`config.mk`:
```
export PLATFORM = sky130hd
export DESIGN_NAME = rv32_scoreboard
export DESIGN_NICKNAME = d
export VERILOG_FILES = /design/src/rtl/rv32_scoreboard.sv
export SDC_FILE = /design/constraint.sdc
export NUM_CORES = 1
export LEC_CHECK = 0
export ABC_AREA = 1
export CORE_ASPECT_RATIO = 1.4
export CORE_MARGIN = 10
export CORE_UTILIZATION = 45
export DETAILED_ROUTE_END_ITERATION = 10
export DONT_BUFFER_PORTS = 1
export PLACE_DENSITY = 0.64
export REMOVE_ABC_BUFFERS = 1
export SYNTH_ARGS = -nofsm -noshare
export SYNTH_HDL_FRONTEND = slang
export SYNTH_SLANG_ARGS = --single-unit
```
`constraint.sdc`:
```
create_clock -name clk -period 2.77 [get_ports clk]
set_clock_uncertainty 0.05 [all_clocks]
set_input_delay 0.1385 -clock clk [delete_from_list [all_inputs] [get_ports clk]]
set_output_delay 0.1385 -clock clk [all_outputs]
set_load 0.1 [all_outputs]
```
`src/rtl/rv32_scoreboard.sv`:
```
// rtl/rv32_scoreboard.sv - register-hazard scoreboard with one-deep registered issue stage
package rv32_pkg;
    typedef struct packed {
        logic [31:0] inst;
        logic [6:0]  opcode;
        logic [4:0]  rd;
        logic [4:0]  rs1;
        logic [4:0]  rs2;
        logic [2:0]  funct3;
        logic [6:0]  funct7;
        logic [11:0] funct12;
        logic [31:0] imm;
        logic        decode_error;
    } rv32_fields_t;
endpackage

module rv32_scoreboard
    import rv32_pkg::*;
#(
    parameter int CNT_WIDTH = 2
) (
    input  logic         clk,
    input  logic         rst_n,
    input  logic         in_valid,
    output logic         in_ready,
    input  rv32_fields_t in_fields,
    input  logic         in_uses_rs1,
    input  logic         in_uses_rs2,
    input  logic         in_writes_rd,
    output logic         out_valid,
    input  logic         out_ready,
    output rv32_fields_t out_fields,
    input  logic         wb_valid,
    input  logic [4:0]   wb_rd,
    output logic         busy,
    output logic         wb_error
);

    localparam logic [CNT_WIDTH-1:0] CNT_MAX = '1;
    localparam logic [CNT_WIDTH-1:0] CNT_ONE = CNT_WIDTH'(1);

    // x0 has no counter; pending/full bit 0 stay tied low.
    logic [CNT_WIDTH-1:0] cnt_q [1:31];
    logic [31:0]          pending;
    logic [31:0]          full;
    logic                 hazard;
    logic                 accept;
    logic                 alloc;
    logic                 wb_live;
    logic                 wb_retire;
    logic                 wb_bad;
    logic [31:0]          inc_vec;
    logic [31:0]          dec_vec;

    always_comb begin
        pending = '0;
        full    = '0;
        for (int i = 1; i < 32; i++) begin
            pending[i] = (cnt_q[i] != '0);
            full[i]    = (cnt_q[i] == CNT_MAX);
        end
    end

    // Hazards use registered counts only: a writeback frees its register next cycle.
    always_comb begin
        hazard = 1'b0;
        if (!in_fields.decode_error) begin
            hazard = (in_uses_rs1  && pending[in_fields.rs1]) ||
                     (in_uses_rs2  && pending[in_fields.rs2]) ||
                     (in_writes_rd && full[in_fields.rd]);
        end
    end

    assign in_ready  = (!out_valid || out_ready) && !hazard;
    assign accept    = in_valid && in_ready;
    assign alloc     = accept && in_writes_rd && !in_fields.decode_error && (in_fields.rd != 5'd0);
    assign wb_live   = wb_valid && (wb_rd != 5'd0);
    assign wb_retire = wb_live && pending[wb_rd];
    assign wb_bad    = wb_live && !pending[wb_rd];

    assign inc_vec = alloc     ? (32'd1 << in_fields.rd) : 32'd0;
    assign dec_vec = wb_retire ? (32'd1 << wb_rd)        : 32'd0;

    always_ff @(posedge clk or negedge rst_n) begin
        if (!rst_n) begin
            for (int i = 1; i < 32; i++) begin
                cnt_q[i] <= '0;
            end
        end else begin
            for (int i = 1; i < 32; i++) begin
                if (inc_vec[i] && !dec_vec[i]) begin
                    cnt_q[i] <= cnt_q[i] + CNT_ONE;
                end else if (dec_vec[i] && !inc_vec[i]) begin
                    cnt_q[i] <= cnt_q[i] - CNT_ONE;
                end
            end
        end
    end

    always_ff @(posedge clk or negedge rst_n) begin
        if (!rst_n) begin
            out_valid  <= 1'b0;
            out_fields <= '0;
        end else if (accept) begin
            out_valid  <= 1'b1;
            out_fields <= in_fields;
        end else if (out_ready) begin
            out_valid  <= 1'b0;
        end
    end

    always_ff @(posedge clk or negedge rst_n) begin
        if (!rst_n) begin
            wb_error <= 1'b0;
        end else if (wb_bad) begin
            wb_error <= 1'b1;
        end
    end

    assign busy = |pending;

endmodule
```
==> results of run 1 <==
-- stage by stage --
| step | utilization [%] | TNS, ns | power (mW) |
|---|---|---|---|
| 2_1_floorplan | - | -420.45 | 7.862 |
| 3_3_place_gp | 52.39 | -16.33 | 9.786 |
| 3_5_place_dp | 52.39 | -17.46 | 9.854 |
| 4_1_cts | 60.70 | 0 | 12.51 |
| 5_1_grt | 63.66 | -0.6034 | 13.53 |
| 6_report | 63.66 | 0 | 12.95 |
-- layer usage --
layer	global-route usage, %	routed length [um]
met1	28.02	13190
met2	40.60	18000
met3	8.848	3940
met4	12.05	1672
met5	0	0
-- layout make-up --
cell class | instances | area, sq um | area share [%]
tap | 260 | 325.3 | 2.419
multi-input combinational | 880 | 5114 | 38.03
antenna | 1 | 2.502 | 0.01861
clock inverter | 13 | 157.7 | 1.172
clock buffer | 18 | 429.2 | 3.191
sequential | 173 | 4329 | 32.19
inverter | 98 | 367.9 | 2.735
timing repair buffer | 305 | 2723 | 20.25
-- cells in the final DEF, fill, tap and decap left out, drive strengths merged, types with 36 or more instances in the layout --
cell type,Yosys,routed
nor2,65,65
inv,96,101
dfrtp,173,173
xnor2,36,36
nand3,92,92
o21ai,64,64
dlygate4sd3,0,110
buf,35,194
nand2,369,369
nand4,118,118
a21oi,41,41
-- repair_timing --
item	in CTS	in global routing
endpoints found under the hold margin	283	173
cloned	0	1
buffers inserted	0	9
gates resized for setup	12	167
endpoints found under the setup margin	149	162
pin swaps	0	28
-- flip-flops by register name, indices dropped and copies added, names as in the netlist --
register and cells:
cnt_q 62, out_fields 109, wb_error 1, out_valid 1
-- cells by family after synthesis --
family,Yosys count
AND/OR/NAND/NOR,668
AO/OA/AOI/OAI,119
XOR/XNOR,62
flip-flops,173
buffers and inverters,166
adder cells (fa/ha/maj),31
-- final timing paths --
path	startpoint	end	slack, ns	cells after the start
min reg2reg	cnt_q[8]$_DFFE_PN0P_	cnt_q[8]$_DFFE_PN0P_	0.42	1
max reg2reg	cnt_q[29]$_DFFE_PN0P_	cnt_q[49]$_DFFE_PN0P_	0.05	18
min	rst_n	cnt_q[40]$_DFFE_PN0P_	-0.66	0
max	cnt_q[29]$_DFFE_PN0P_	cnt_q[49]$_DFFE_PN0P_	0.05	18
min in group clk	wb_rd[2]	cnt_q[60]$_DFFE_PN0P_	0.06	4
max in group asynchronous	rst_n	cnt_q[19]$_DFFE_PN0P_	2.98	0
-- power groups by stage --
| stage | logic, mW | clock network [mW] | registers [mW] |
|---|---|---|---|
| after global placement | 4.28 | 0 | 5.50 |
| after global routing | 5.32 | 2.57 | 5.64 |
| after detailed placement | 4.33 | 0 | 5.53 |
| after CTS | 4.54 | 2.48 | 5.49 |
| after floorplan | 1.70 | 0 | 6.16 |
| final | 4.95 | 2.44 | 5.55 |
==> results_dict.tcl, run 1 <==
set metrics [dict create \
    status "finished with violations" \
    violations "hold timing" \
    ys_seq_elements 173 \
    drive_gt1_share_pct 23.27 \
    drv_cap 0 \
    yosys-top-cells-area "dfrtp_1 (45%), nand2_1 (14%), nand4_1 (7.5%)" \
    syn2layout_area_growth_pct 39.28 \
    worstSetupStartpointType "flip-flop" \
    end_kind "flip-flop" \
    synth_compound_area_share_pct 6.544 \
    slew_violations 0 \
    synthSimpleGateAreaFrac_pct 31.16 \
    htree_levels 4 \
    p_int_mw 6.555 \
    critPathMaxStageDelay_ns 0.39 \
    antenna_found_initial 1 \
    start_util_pct 45.71 \
    post-dp-hpwl_um 24240 \
    globalplace.congestion 0.9713 \
    cts_root_buf "clkbuf_16" \
    portBuffers 0 \
    yosys.area.top_type "dfrtp_1" \
    yosys_warnings 0 \
    drc_errors 0 \
    swShare_pct 49.37 \
    worst-path-buf-inv 3 \
    final_area_sq_um 13450 \
    worstPathRequired_ns 3.03 \
    synthFlopType "dfrtp_1" \
    drt-vias-per-instance 5.670 \
    synth_common_cells "nand2_1 (367), dfrtp_1 (173), nand4_1 (116)" \
    track_usage_pct 24.86 \
    cts_tree "done" \
    path_class "flip-flop to flip-flop" \
    seqPwrFrac_pct 42.9 \
    drtIter0Drc 950 \
    fp.dieW_um 143.8 \
    pwr-share-clk_pct 18.9 \
    avgSynthCellArea_sq_um 7.921 \
    cp.arrival_ns 2.98 \
    clkLatencyLatePin_ns 0.45 \
    n_fill_cell 1721 \
    p_per_area_nw_per_um2 962.7 \
    finalHoldWorstSlack_ns -0.6644 \
    async_flop_share_pct 100.0 \
    setup_viol 0 \
    dieArea_sq_um 27800 \
    period_minus_slack_ns 2.717 \
    nets 1628 \
    pre_cts_ws_ns -0.4929 \
    syn_area_sq_um 9656 \
    fin_crit_sh_pct 98.10 \
    grt_max_degree 174 \
    vias 9911 \
    crit_chain "nor2_2 -> buf_6 -> buf_6 -> o211ai_1 -> nand3_1 -> nand3_1 -> nand2_1 -> nand2_1 -> nand3_2 -> nand3_2 -> nand2_4 -> nand4_4 -> clkbuf_16 -> nor2_4 -> ha_4 -> a21oi_2 -> o21ai_1 -> xor2_1" \
    rsz0062_at_grt "yes" \
    synthXorXnorAreaFrac_pct 5.624 \
    grt_pass1_vias 9659 \
    synth_top_family_by_area "simple AND/OR/NAND/NOR gates" \
    cts.sinks 173 \
    cp_max_fo 7 \
    die_h_um 193.3 \
    holdBufCountCts 111 \
    core-area_sq_um 21130 \
    synth_edf_count 0 \
    overflow 0 \
    clkTransAtPathRegs_ns 0.07 \
    synth.distinct_cells 33 \
    synth_top_area_share_pct 44.84 \
    ir_drop_uv 435.2 \
    place_area_sq_um 11070 \
    final-hold-violation-count 173 \
    cpMaxStageDelayCell "dfrtp_1" \
    crit_family "simple AND/OR/NAND/NOR gates" \
    tightestPinTransition_ns 0.9574 \
    synth_adder_area_share_pct 4.017 \
    synth_cells 1219 \
    final_cells 1748 \
    slew_headroom_pct 36.17 \
    p_sw_mw 6.391 \
    max-clock-path-buffers 2 \
    dr.pass1.iters 7 \
    clock.fmax_mhz 368.0 \
    hold_class "primary input to asynchronous set/reset pin" \
    rows 63 \
    muxShareOfSynthArea_pct 0 \
    yosysMostFrequentCell "nand2_1" \
    routed_wl_um 36800 \
    fin_ws_ns 0.05251 \
    grt_pass1_wl_um 54390 \
    seq_area_frac_synth_pct 44.84 \
    dp.cells 1595 \
    leakage_nw 6.414 \
    wl_per_cell_um 21.05 \
    ios 235 \
    drtAntennaViolNets 0 \
    tritoncts.num_buffers 17 \
    comb_power_share_pct 38.2 \
]
No activity file was read; power rests on OpenSTA's default activity.
==> inputs of run 2 (changes only) <==
Settings changed: CORE_MARGIN 10 to not set.
==> run 2 against run 1 <==
  * The flow finishes with violations (hold timing, setup timing)
  * Critical path depth shrank 1
  * Worst setup slack lost 0.061 ns
  * Cell area rose by 1.5%
  * Die area down 21%
  * Sequential power up 5.2%
  * Combinational power fell by 7.1%
  * Critical path type unchanged
  * Largest power group unchanged
==> results_dict.tcl, run 2 (same netlist as run 1, synthesis figures left out) <==
set metrics [dict create \
    cp_max_fo 8 \
    place_area_sq_um 11140 \
    cp.arrival_ns 3.05 \
    drtAntennaViolNets 0 \
    n_fill_cell 1718 \
    fin_crit_sh_pct 100.3 \
    portBuffers 0 \
    hold_class "primary input to asynchronous set/reset pin" \
    grt_max_degree 174 \
    htree_levels 4 \
    grt_pass1_vias 9852 \
    diodes 0 \
    nets 1640 \
    clkLatencyLatePin_ns 0.44 \
    fin_setup_tns_ns -0.008375 \
    seqPwrFrac_pct 45.8 \
    drc_errors 0 \
    post-dp-hpwl_um 22970 \
    path_class "flip-flop to flip-flop" \
    p_int_mw 6.431 \
    fin_ws_ns -0.008375 \
    largest_reg_flops 109 \
    end_kind "flip-flop" \
    swShare_pct 49.54 \
    p_per_area_nw_per_um2 933.3 \
    cts_tree "done" \
    comb_power_share_pct 36.1 \
    syn2layout_area_growth_pct 41.43 \
    pwr-share-clk_pct 18.1 \
    clkTransAtPathRegs_ns 0.07 \
    setup_viol 1 \
    vias 10080 \
    globalplace.congestion 0.9772 \
    violations "hold timing, setup timing" \
    track_usage_pct 31.47 \
    tritoncts.num_buffers 17 \
    rows 63 \
    max-clock-path-buffers 2 \
    overflow 0 \
    drv_cap 0 \
    status "finished with violations" \
    fp.dieW_um 125.8 \
    grt_pass1_wl_um 53240 \
    ios 235 \
    p_sw_mw 6.314 \
    dieArea_sq_um 22060 \
    ir_drop_uv 484.2 \
    die_h_um 175.3 \
    wl_per_cell_um 19.83 \
    start_util_pct 45.71 \
    core-area_sq_um 21130 \
    slew_violations 0 \
    top_regs "out_fields x109, cnt_q x62" \
    antenna_found_initial 0 \
    rsz0062_at_grt "yes" \
    cts_root_buf "clkbuf_16" \
    drive_gt1_share_pct 24.60 \
    tightestPinTransition_ns 0.9691 \
    clock.fmax_mhz 359.9 \
    dr.pass1.iters 5 \
    drt-vias-per-instance 5.727 \
    worstPathRequired_ns 3.04 \
    holdBufCountCts 113 \
    final_area_sq_um 13660 \
    slew_headroom_pct 35.39 \
    cts.sinks 173 \
    period_minus_slack_ns 2.778 \
    final-hold-violation-count 173 \
    worstSetupStartpointType "flip-flop" \
    finalHoldWorstSlack_ns -0.6574 \
    mostFrequentLayoutCell "nand2_1" \
    drtIter0Drc 872 \
    largest-register "out_fields" \
    mostFrequentLayoutCells "nand2_1 (346), buf_4 (187), dfrtp_1 (171)" \
    leakage_nw 6.481 \
    routed_wl_um 34910 \
]
==> run 2: cell count changes in the layout (fill, tap and decap cells not counted), sizes merged <==
cell	before	now
bufinv	2	0
clkinv	4	9
diode	1	0
dlygate4sd3	110	112
buf	194	204
nand4	118	119
clkbuf	19	20
clkinvlp	4	0
==> run 2: layer usage <==
| layer | share of wire [%] | GRT usage (%) | vias to the layer above |
|---|---|---|---|
| met3 | 7.6 | 7.097 | 142 |
| met4 | 6.5 | 19.28 | 0 |
| met5 | 0 | 0 | - |
| li1 | - | - | 4615 |
| met2 | 48 | 53.54 | 517 |
| met1 | 38 | 35.98 | 4806 |
==> run 2: path summary, 6_finish.rpt <==
check | end | slack, ns | depth (start not counted) | start
setup / recovery | cnt_q[55]$_DFFE_PN0P_ | -0.008 | 17 | cnt_q[29]$_DFFE_PN0P_
hold / removal | out_fields[1]$_DFFE_PN0P_ | -0.66 | 0 | rst_n
max in group asynchronous | out_valid$_DFFE_PN0P_ | 2.85 | 0 | rst_n
setup reg to reg | cnt_q[55]$_DFFE_PN0P_ | -0.008 | 17 | cnt_q[29]$_DFFE_PN0P_
hold reg to reg | out_fields[56]$_DFFE_PN0P_ | 0.42 | 2 | out_fields[56]$_DFFE_PN0P_
min in group clk | out_fields[99]$_DFFE_PN0P_ | 0.07 | 4 | in_valid
==> run 2: area by class of cell <==
type	instances	area [sq um]	area share [%]
Multi-Input combinational cell	881	5270	38.59
Sequential cell	173	4332	31.72
Timing Repair Buffer	316	2798	20.49
Clock buffer	20	456.7	3.344
Inverter	98	367.9	2.694
Tap cell	260	325.3	2.382
Clock inverter	12	106.4	0.7788
==> run 2: critical path, cell delays in order, from the launching register on <==
cell	delay, ns
dfrtp_1	0.43
nor2_4	0.17
buf_6	0.12
o211ai_1	0.07
nand3_1	0.12
nand3_2	0.07
nand2_2	0.08
nand2_2	0.06
nand3_2	0.08
nand3_2	0.11
nand2_4	0.14
nand4_4	0.23
buf_6	0.22
nor2_2	0.12
ha_4	0.22
a21oi_2	0.10
o21ai_1	0.09
xor2_1	0.15
==> run 2: per-stage QoR <==
step / setup WS, ns / std cells / util [%] / power, mW / hold WS [ns]
after floorplan: -3.054 / 1151 / - / 7.862 / -0.2071
after global placement: -0.1481 / 1603 / 52.73 / 9.691 / -0.1955
after detailed placement: -0.1785 / 1603 / 52.73 / 9.767 / -0.1963
after CTS: -0.003185 / 1752 / 61.39 / 12.38 / -0.6713
after global routing: -0.1211 / 1760 / 64.64 / 13.32 / -0.6739
final: -0.008375 / 1760 / 64.64 / 12.75 / -0.6574
==> run 2: power by group through the flow <==
stage / combinational, mW / sequential (mW) / clock, mW
2_1_floorplan: 1.70 / 6.16 / 0
3_3_place_gp: 3.92 / 5.77 / 0
3_5_place_dp: 3.97 / 5.79 / 0
4_1_cts: 4.27 / 5.77 / 2.34
5_1_grt: 4.97 / 5.91 / 2.44
6_report: 4.60 / 5.84 / 2.31
==> run 2: timing repair <==
action | CTS | global route
gates cloned | 1 | 0
pin swaps | 4 | 40
endpoints found under the setup margin | 145 | 169
setup buffers | 3 | 9
resized for setup | 27 | 161
endpoints found under the hold margin | 283 | 173
